<file path="src/rtl/timer1_access_controller_if.sv">
`default_nettype none
// ============================================================================
// Module      : timer1_access_controller_if
// Description : CPU I/O bus bundle between the bus decoder (master) and the
//               Timer/Counter1 access controller (slave).
//                 io_addr  : 6-bit I/O address
//                 io_wdata : write data
//                 io_we    : one-cycle write strobe
//                 io_re    : one-cycle read strobe
//                 io_rdata : registered read data, one cycle after io_re
// Revision    : 1.0  initial release
// ============================================================================
interface timer1_access_controller_if;
    logic [5:0] io_addr;
    logic [7:0] io_wdata;
    logic       io_we;
    logic       io_re;
    logic [7:0] io_rdata;

    modport master (
        output io_addr,
        output io_wdata,
        output io_we,
        output io_re,
        input  io_rdata
    );

    modport slave (
        input  io_addr,
        input  io_wdata,
        input  io_we,
        input  io_re,
        output io_rdata
    );
endinterface
`default_nettype wire

</file>
<file path="src/rtl/timer1_access_controller.sv">
`default_nettype none
// ============================================================================
// Module      : timer1_access_controller
// Description : Sequences CPU I/O accesses to the 16-bit Timer/Counter1
//               datapath: shared TEMP byte for atomic TCNT1/OCR1A access,
//               TCCR1B clock-select prescaler producing the count tick, and
//               the TIFR/TIMSK flag and interrupt logic.
// Ports       : sysClock        - system clock, rising edge
//               nReset          - asynchronous active-low reset
//               bus             - CPU I/O bus (slave modport)
//               tcnt_in         - current TCNT1 value from datapath
//               tcnt_load       - one-cycle preload strobe to datapath
//               tcnt_load_value - preload value, valid while tcnt_load=1
//               ocr_value       - committed OCR1A value
//               count_tick      - one-cycle count-enable pulse
//               ocf_event       - compare-match pulse from datapath
//               tov_event       - overflow pulse from datapath
//               tifr            - flag register (bit3 OCF1A, bit2 TOV1)
//               irq_compa       - OCF1A & OCIE1A
//               irq_ovf         - TOV1 & TOIE1
// Revision    : 1.0  initial release
// ============================================================================
module timer1_access_controller #(
    parameter logic [5:0] ADDR_OCR1AL = 6'h2A,
    parameter logic [5:0] ADDR_OCR1AH = 6'h2B,
    parameter logic [5:0] ADDR_TCNT1L = 6'h2C,
    parameter logic [5:0] ADDR_TCNT1H = 6'h2D,
    parameter logic [5:0] ADDR_TCCR1B = 6'h2E,
    parameter logic [5:0] ADDR_TIFR   = 6'h38,
    parameter logic [5:0] ADDR_TIMSK  = 6'h39
) (
    input  wire                        sysClock,
    input  wire                        nReset,
    timer1_access_controller_if.slave  bus,
    input  wire  [15:0]                tcnt_in,
    output logic                       tcnt_load,
    output logic [15:0]                tcnt_load_value,
    output logic [15:0]                ocr_value,
    output logic                       count_tick,
    input  wire                        ocf_event,
    input  wire                        tov_event,
    output logic [7:0]                 tifr,
    output logic                       irq_compa,
    output logic                       irq_ovf
);

    logic [7:0]  r_temp;
    logic [15:0] r_ocr;
    logic [2:0]  r_cs;
    logic [9:0]  r_prescale;
    logic        r_ocf;
    logic        r_tov;
    logic        r_ocie;
    logic        r_toie;
    logic [7:0]  r_rdata;
    logic        r_load;
    logic [15:0] r_load_value;

    logic        w_wr;
    logic        w_rd;
    logic        w_cs_run;
    logic [9:0]  w_tick_mask;
    logic [7:0]  w_tifr;
    logic [7:0]  w_rd_mux;

    // A simultaneous write suppresses the read entirely.
    assign w_wr   = bus.io_we;
    assign w_rd   = bus.io_re & ~bus.io_we;
    assign w_tifr = {4'b0000, r_ocf, r_tov, 2'b00};

    // Tick fires when the low log2(N) prescaler bits are all ones; /1 uses
    // an empty mask so every running cycle ticks.
    always_comb begin
        w_cs_run    = 1'b1;
        w_tick_mask = 10'h000;
        case (r_cs)
            3'd1:    w_tick_mask = 10'h000;
            3'd2:    w_tick_mask = 10'h007;
            3'd3:    w_tick_mask = 10'h03F;
            3'd4:    w_tick_mask = 10'h0FF;
            3'd5:    w_tick_mask = 10'h3FF;
            default: w_cs_run    = 1'b0;
        endcase
    end

    always_comb begin
        w_rd_mux = 8'h00;
        case (bus.io_addr)
            ADDR_OCR1AL: w_rd_mux = r_ocr[7:0];
            ADDR_OCR1AH: w_rd_mux = r_ocr[15:8];
            ADDR_TCNT1L: w_rd_mux = tcnt_in[7:0];
            ADDR_TCNT1H: w_rd_mux = r_temp;
            ADDR_TCCR1B: w_rd_mux = {5'b00000, r_cs};
            ADDR_TIFR:   w_rd_mux = w_tifr;
            ADDR_TIMSK:  w_rd_mux = {3'b000, r_ocie, 1'b0, r_toie, 2'b00};
            default:     w_rd_mux = 8'h00;
        endcase
    end

    always_ff @(posedge sysClock or negedge nReset) begin
        if (!nReset) begin
            r_temp       <= 8'h00;
            r_ocr        <= 16'hFFFF;
            r_cs         <= 3'd0;
            r_prescale   <= 10'd0;
            r_ocf        <= 1'b0;
            r_tov        <= 1'b0;
            r_ocie       <= 1'b0;
            r_toie       <= 1'b0;
            r_rdata      <= 8'h00;
            r_load       <= 1'b0;
            r_load_value <= 16'h0000;
        end else begin
            r_load <= w_wr && (bus.io_addr == ADDR_TCNT1L);
            if (w_wr && (bus.io_addr == ADDR_TCNT1L)) begin
                r_load_value <= {r_temp, bus.io_wdata};
            end

            // TEMP is shared by both 16-bit pairs: high writes fill it, a
            // TCNT1L read latches the upper counter byte for a later high read.
            if (w_wr && ((bus.io_addr == ADDR_TCNT1H) || (bus.io_addr == ADDR_OCR1AH))) begin
                r_temp <= bus.io_wdata;
            end else if (w_rd && (bus.io_addr == ADDR_TCNT1L)) begin
                r_temp <= tcnt_in[15:8];
            end

            if (w_wr && (bus.io_addr == ADDR_OCR1AL)) begin
                r_ocr <= {r_temp, bus.io_wdata};
            end

            if (w_wr && (bus.io_addr == ADDR_TCCR1B)) begin
                r_cs       <= bus.io_wdata[2:0];
                r_prescale <= 10'd0;
            end else if (w_cs_run) begin
                r_prescale <= r_prescale + 10'd1;
            end else begin
                r_prescale <= 10'd0;
            end

            // Event set has priority over a same-cycle write-1-to-clear.
            r_ocf <= ocf_event | (r_ocf & ~(w_wr && (bus.io_addr == ADDR_TIFR) && bus.io_wdata[3]));
            r_tov <= tov_event | (r_tov & ~(w_wr && (bus.io_addr == ADDR_TIFR) && bus.io_wdata[2]));

            if (w_wr && (bus.io_addr == ADDR_TIMSK)) begin
                r_ocie <= bus.io_wdata[4];
                r_toie <= bus.io_wdata[2];
            end

            if (w_rd) begin
                r_rdata <= w_rd_mux;
            end
        end
    end

    // A preload cycle swallows the tick; the prescaler keeps running.
    assign count_tick      = w_cs_run && ((r_prescale & w_tick_mask) == w_tick_mask) && !r_load;
    assign tcnt_load       = r_load;
    assign tcnt_load_value = r_load_value;
    assign ocr_value       = r_ocr;
    assign tifr            = w_tifr;
    assign irq_compa       = r_ocf & r_ocie;
    assign irq_ovf         = r_tov & r_toie;
    assign bus.io_rdata    = r_rdata;

endmodule
`default_nettype wire

</file>
<file path="src/flat_wrapper.sv">
// flat-port wrapper written by rule: the top's interface ports become plain ports
module timer1_access_controller_flat 
#(
    parameter logic [5:0] ADDR_OCR1AL = 6'h2A,
    parameter logic [5:0] ADDR_OCR1AH = 6'h2B,
    parameter logic [5:0] ADDR_TCNT1L = 6'h2C,
    parameter logic [5:0] ADDR_TCNT1H = 6'h2D,
    parameter logic [5:0] ADDR_TCCR1B = 6'h2E,
    parameter logic [5:0] ADDR_TIFR   = 6'h38,
    parameter logic [5:0] ADDR_TIMSK  = 6'h39
)
  (sysClock, nReset, tcnt_in, tcnt_load, tcnt_load_value, ocr_value, count_tick, ocf_event, tov_event, tifr, irq_compa, irq_ovf, bus_io_addr, bus_io_wdata, bus_io_we, bus_io_re, bus_io_rdata);
  timer1_access_controller_if bus_i ();
  input  wire sysClock;
  input  wire nReset;
  input  wire  [15:0] tcnt_in;
  output logic tcnt_load;
  output logic [15:0] tcnt_load_value;
  output logic [15:0] ocr_value;
  output logic count_tick;
  input  wire ocf_event;
  input  wire tov_event;
  output logic [7:0] tifr;
  output logic irq_compa;
  output logic irq_ovf;
  input wire logic [$bits(bus_i.io_addr)-1:0] bus_io_addr;
  input wire logic [$bits(bus_i.io_wdata)-1:0] bus_io_wdata;
  input wire logic [$bits(bus_i.io_we)-1:0] bus_io_we;
  input wire logic [$bits(bus_i.io_re)-1:0] bus_io_re;
  output wire logic [$bits(bus_i.io_rdata)-1:0] bus_io_rdata;
  assign bus_i.io_addr = bus_io_addr;
  assign bus_i.io_wdata = bus_io_wdata;
  assign bus_i.io_we = bus_io_we;
  assign bus_i.io_re = bus_io_re;
  assign bus_io_rdata = bus_i.io_rdata;
  timer1_access_controller #(.ADDR_OCR1AL(ADDR_OCR1AL), .ADDR_OCR1AH(ADDR_OCR1AH), .ADDR_TCNT1L(ADDR_TCNT1L), .ADDR_TCNT1H(ADDR_TCNT1H), .ADDR_TCCR1B(ADDR_TCCR1B), .ADDR_TIFR(ADDR_TIFR), .ADDR_TIMSK(ADDR_TIMSK)) u_core (.sysClock(sysClock), .nReset(nReset), .bus(bus_i), .tcnt_in(tcnt_in), .tcnt_load(tcnt_load), .tcnt_load_value(tcnt_load_value), .ocr_value(ocr_value), .count_tick(count_tick), .ocf_event(ocf_event), .tov_event(tov_event), .tifr(tifr), .irq_compa(irq_compa), .irq_ovf(irq_ovf));
endmodule
</file>
<file path="config.mk">
export PLATFORM = sky130hd
export DESIGN_NAME = timer1_access_controller_flat
export DESIGN_NICKNAME = d
export VERILOG_FILES = /design/src/rtl/timer1_access_controller_if.sv /design/src/rtl/timer1_access_controller.sv /design/src/flat_wrapper.sv
export SDC_FILE = /design/constraint.sdc
export NUM_CORES = 1
export LEC_CHECK = 0
export CAP_MARGIN = 10
export CORE_ASPECT_RATIO = 0.7
export CORE_UTILIZATION = 52
export DETAILED_ROUTE_END_ITERATION = 6
export PLACE_DENSITY_LB_ADDON = 0.15
export SLEW_MARGIN = 20
export SYNTH_ARGS = -nofsm -noshare
export SYNTH_HDL_FRONTEND = slang
export SYNTH_SLANG_ARGS = --single-unit
</file>
<file path="constraint.sdc">
create_clock -name sysClock -period 3.2 [get_ports sysClock]
set_clock_uncertainty 0.15 [all_clocks]
set_input_delay 0.32 -clock sysClock [delete_from_list [all_inputs] [get_ports sysClock]]
set_output_delay 0.32 -clock sysClock [all_outputs]
set_load 0.01 [all_outputs]
</file>
-- Yosys cells after proc, flatten, opt, wreduce, memory -nomap -nowiden
Cells that the tools add are included.
- output and inout bits: 52
- input bits: 36
- logic and storage cells: 58
- flip-flop bits (word level): 66
- mux-type cells: 7
- add/subtract/negate cells: 1
- reductions and logical operators: 15
- bitwise logic cells: 11
- equality and inequality tests: 13
- operator list (operator ; number):
    $pmux W8 S7 ; 1
    $eq A6 B6 Y1 const B ; 7
    $pmux W10 S4 ; 1
    $mux W10 ; 2
    $mux W8 ; 2
    $logic_and A1 B1 Y1 ; 11
    $add A10 B1 Y10 const B ; 1
    $and A10 B10 Y10 ; 1
    $eq A10 B10 Y1 ; 1
    $eq A3 B2 Y1 const B ; 2
    $eq A3 B3 Y1 const B ; 2
    $and A1 B1 Y1 ; 5
    $reduce_or A5 Y1 ; 1
    $eq A3 B1 Y1 const B ; 1
    $not A1 Y1 ; 3
    $or A1 B1 Y1 ; 2
    $reduce_bool A2 Y1 ; 1
    $logic_not A1 Y1 ; 1
    $logic_or A1 B1 Y1 ; 1
    $mux W1 ; 1

-- Longest topological paths before layout
- word-level depth: 6
- mapped depth: 7
- gate-level depth less buffers: 4

-- Worst setup path before layout
OpenSTA, ideal clock, no wires.
- kind: input-to-reg
- from: in bus_io_addr[2]
- to: reg u_core.r_ocr[10] (netlist: u_core.ocr_value[10])
- arrival: 1.609 ns
- setup time: 0.082 ns
- data required time: 2.968 ns
- buffers on the path: 3
- cell stages on the path: 6
- path slack: 1.359 ns
- path through: buf_6 -> nand2b_4 -> buf_6 -> nor4_4 -> buf_6 -> mux2_4
- longest elaborated chain between the ends: 2
- RTL lines (element ; line ; RTL):
    start, declared ; flat_wrapper.sv:26 ; input wire logic [$bits(bus_i.io_addr)-1:0] bus_io_addr;
    $eq A6 B6 Y1 ; timer1_access_controller.sv:127 ; if (w_wr && (bus.io_addr == ADDR_OCR1AL)) begin
    $logic_and A1 B1 Y1 ; timer1_access_controller.sv:127 ;
    end signal, assigned ; timer1_access_controller.sv:128 ; r_ocr <= {r_temp, bus.io_wdata};
    end, declared ; timer1_access_controller.sv:48 ; logic [15:0] r_ocr;
No other way between the ends.
A chain may end at the register's enable or synchronous reset.

-- Worst setup path after layout
- from: reg u_core.r_prescale[2]
- to: out count_tick
- longest elaborated chain between the ends: 4
- RTL lines (element ; line ; RTL):
    start, declared ; timer1_access_controller.sv:50 ; logic [9:0] r_prescale;
    start signal, assigned ; timer1_access_controller.sv:135 ; r_prescale <= r_prescale + 10'd1;
    $and A10 B10 Y10 ; timer1_access_controller.sv:156 ; assign count_tick = w_cs_run && ((r_prescale & w_tick_mask) == w_tick_mask) && !r_load;
    $eq A10 B10 Y1 ; timer1_access_controller.sv:156 ;
    $logic_and A1 B1 Y1 (2 in series) ; timer1_access_controller.sv:156 ;
    end, declared ; flat_wrapper.sv:20 ; output logic count_tick;
No other way between the ends.

==> reports/results.ini <==
[status]
status = finished with violations
violations = design-rule violations

[worst_setup_path]
cp_cell_sequence = and3_1, o21ai_0, a2111oi_0, or2_2, clkdlybuf4s50_1
reg2reg_from = u_core.ocr_value[13]
worst-path-buf-inv = 1
worst_path_max_delay_cell = clkdlybuf4s50_1
cp-start-kind = register
required_ns = 2.73
max_stage_delay_ns = 0.53
crit_arrival_ns = 2.30
r2r_cells = 4
crit_path_end_kind = output pin
critPathTopFamily = buffers and inverters
timing.rr.end = u_core.bus.io_rdata[5]
startpoint = u_core.r_prescale[2]
crit_fanout = 6
crit_type = reg -> out
rrSetupSlack_ns = 1.81

[routing]
vias_per_cell = 5.66
route.antenna.remaining_nets = 0
drt_pass1_iterations = 7
drc = 14
vias = 2508
wl_um = 7840
drt_iter0_markers = 152
drt-wirelength-per-cell_um = 17.7

[synth]
ys_ff_latch = 66
yosysUniqueCellTypes = 49
yosys_warnings = 0
netlist_top_cells_area = dfrtp_1 (38%), dfstp_2 (13%), mux2_2 (6.8%)
synthCells = 278
synth_largest_area_cell = dfrtp_1
synth-edff-count = 0
synth_top_area_share_pct = 37.6
synth_async_sr_flop_share_pct = 100
avgSynthCellArea_um2 = 12.0
yosysSeqAreaShare_pct = 50.2
ys.flop_type = dfrtp_1
netlist_area_mm2 = 0.00333

[placement]
portBuffers = 81
dp_hpwl_um = 5620
gp_congestion = 0.857
place_area_mm2 = 0.00416

[sta]
min_period_ns = 2.77
rsz0062_at_grt = false
hold_viol_final = 0
final_max_slew_viol_count = 0
period_share_pct = 86.6
setup_viol = 0
relSlewSlack_pct = 64.4
max_slew.worst_pin.slew_ns = 0.532
fin_tns_setup_ns = 0
max_freq_ghz = 0.361
holdWs_ns = 0.211

[power]
p_per_area_mw_per_mm2 = 552
power.leakage_nw = 1.93
power_mw = 2.41
ir_drop_v = 0.000374

[clocking]
clk_pin_slew_worst_paths_ns = 0.07
htreeDepth = 3
cts_tree = done
root_buffer = clkbuf_8
cts.sinks = 66
cts_buffers = 9
clockBufferDepth = 2
post_cts_resized = 0
clkLatencyLatePin_ns = 0.34

[layout]
design_area_mm2 = 0.00437
drive_above_1_share_pct = 23.9
syn_to_final_growth_pct = 31.3
nets = 400
seq_area_mm2 = 0.00167
most-common-layout-cells = clkdlybuf4s50_1 (80), dfrtp_1 (50), o21ai_0 (21)
finalCoreUtilization_pct = 73.4
diodes = 0
final_common_cell = clkdlybuf4s50_1
multi_input_area_mm2 = 0.00147
fill_cells = 425

[floorplan]
std_cell_rows = 23
ios = 88
core_area_mm2 = 0.00596
die_area_mm2 = 0.00674
die_x_um = 97.7
start_util_pct = 55.9
die_h_um = 69.0

[grt]
grt_antenna_before_repair = 0
grt_max_degree = 37
grtUsageTotal_pct = 24.9
overflow = 0
grt_first_pass_wirelength_um = 12400
grt_pass1_vias = 2335

[job]
cap_violations = 0

[worst_hold_path]
hp-class = in -> async

-- power breakdown --
part / switching, mW / total [mW] / internal, mW
Sequential: 0.124 / 1.13 / 1.00
Clock: 0.313 / 0.714 / 0.401
Combinational: 0.239 / 0.573 / 0.334
Total: 0.676 / 2.41 / 1.74
-- metrics by stage --
stage / worst slack (ns) / std cells
final: 0.430 / 443
after global routing: 0.333 / 443
after CTS: 0.433 / 443
after detailed placement: 0.608 / 426
after global placement: 0.641 / 426
after floorplan: 1.36 / 283
-- worst max path at each step --
| stage | depth (start not counted) | slack (ns) | endpoint |
|---|---|---|---|
| 4_1_cts | 5 | 0.43 | count_tick |
| 5_1_grt | 5 | 0.33 | count_tick |
| 3_5_place_dp | 5 | 0.61 | u_core.r_prescale[3] |
| 6_report | 5 | 0.43 | count_tick |
| 3_3_place_gp | 5 | 0.64 | u_core.tcnt_load_value[7] |
| 2_1_floorplan | 6 | 1.36 | u_core.ocr_value[10] |
-- flip-flops by register name, indices dropped and copies added (netlist names) --
| register | cells |
|---|---|
| u_core.tcnt_load_value | 16 |
| u_core.r_temp | 8 |
| u_core.r_cs | 3 |
| u_core.r_prescale | 10 |
| u_core.r_ocie | 1 |
| u_core.tcnt_load | 1 |
| u_core.r_toie | 1 |
| u_core.r_tov | 1 |
| u_core.r_ocf | 1 |
| u_core.bus.io_rdata | 8 |
| u_core.ocr_value | 16 |
-- synthesized netlist by cell type, drive strengths merged, types with 2 or more instances --
| master | n |
|---|---|
| o22ai | 3 |
| and3 | 2 |
| nand3b | 2 |
| clkbuf | 3 |
| nor4 | 5 |
| a21o | 2 |
| mux2 | 35 |
| xor2 | 6 |
| nand2 | 15 |
| nand2b | 5 |
| a22oi | 12 |
| xnor2 | 2 |
| and2 | 3 |
| dfrtp | 50 |
| or2 | 3 |
| mux2i | 11 |
| nand3 | 6 |
| nor2 | 15 |
| nand4 | 4 |
| inv | 17 |
| dfstp | 16 |
| o2bb2ai | 5 |
| a2111oi | 4 |
| o21ai | 22 |
| buf | 17 |
| nor3 | 3 |
-- cells by family after synthesis --
group                      synth area share (%)
DFF                                        50.2
and+or+nand+nor                            12.8
AOI/OAI and AO/OA                          11.3
muxes                                      16.8
buffers and inverters                      6.23
xor gates and xnor gates                   2.10
adders and majority gates                 0.375
other                                     0.113
-- layout make-up --
cell class	count	area share (%)
tap	75	2.15
timing repair buffer	89	19.9
sequential	66	38.2
inverter	17	1.46
clock inverter	4	1.14
multi-input combinational	180	33.6
clock buffer	12	3.55
-- routing by layer --
layer  vias up  global-route usage, %  part of all wire (%)
met5         -                      0                     0
met4         0                   7.20                   1.0
met3         8                   7.56                   6.9
met2       101                   37.6                    44
met1      1241                   35.0                    48
li1       1158                      -                     -
-- repair_timing --
item	in CTS	in global routing
setup buffers	0	0
endpoints found under the hold margin	8	0
hold buffers	1	0
-- worst reg2reg max path, stage by stage (launching register included) --
cell,delay (ns)
dfstp_2,0.55
mux2i_1,0.08
o22ai_1,0.19
nand2_1,0.08
o21ai_0,0.24
No activity file was read; power rests on OpenSTA's default activity.
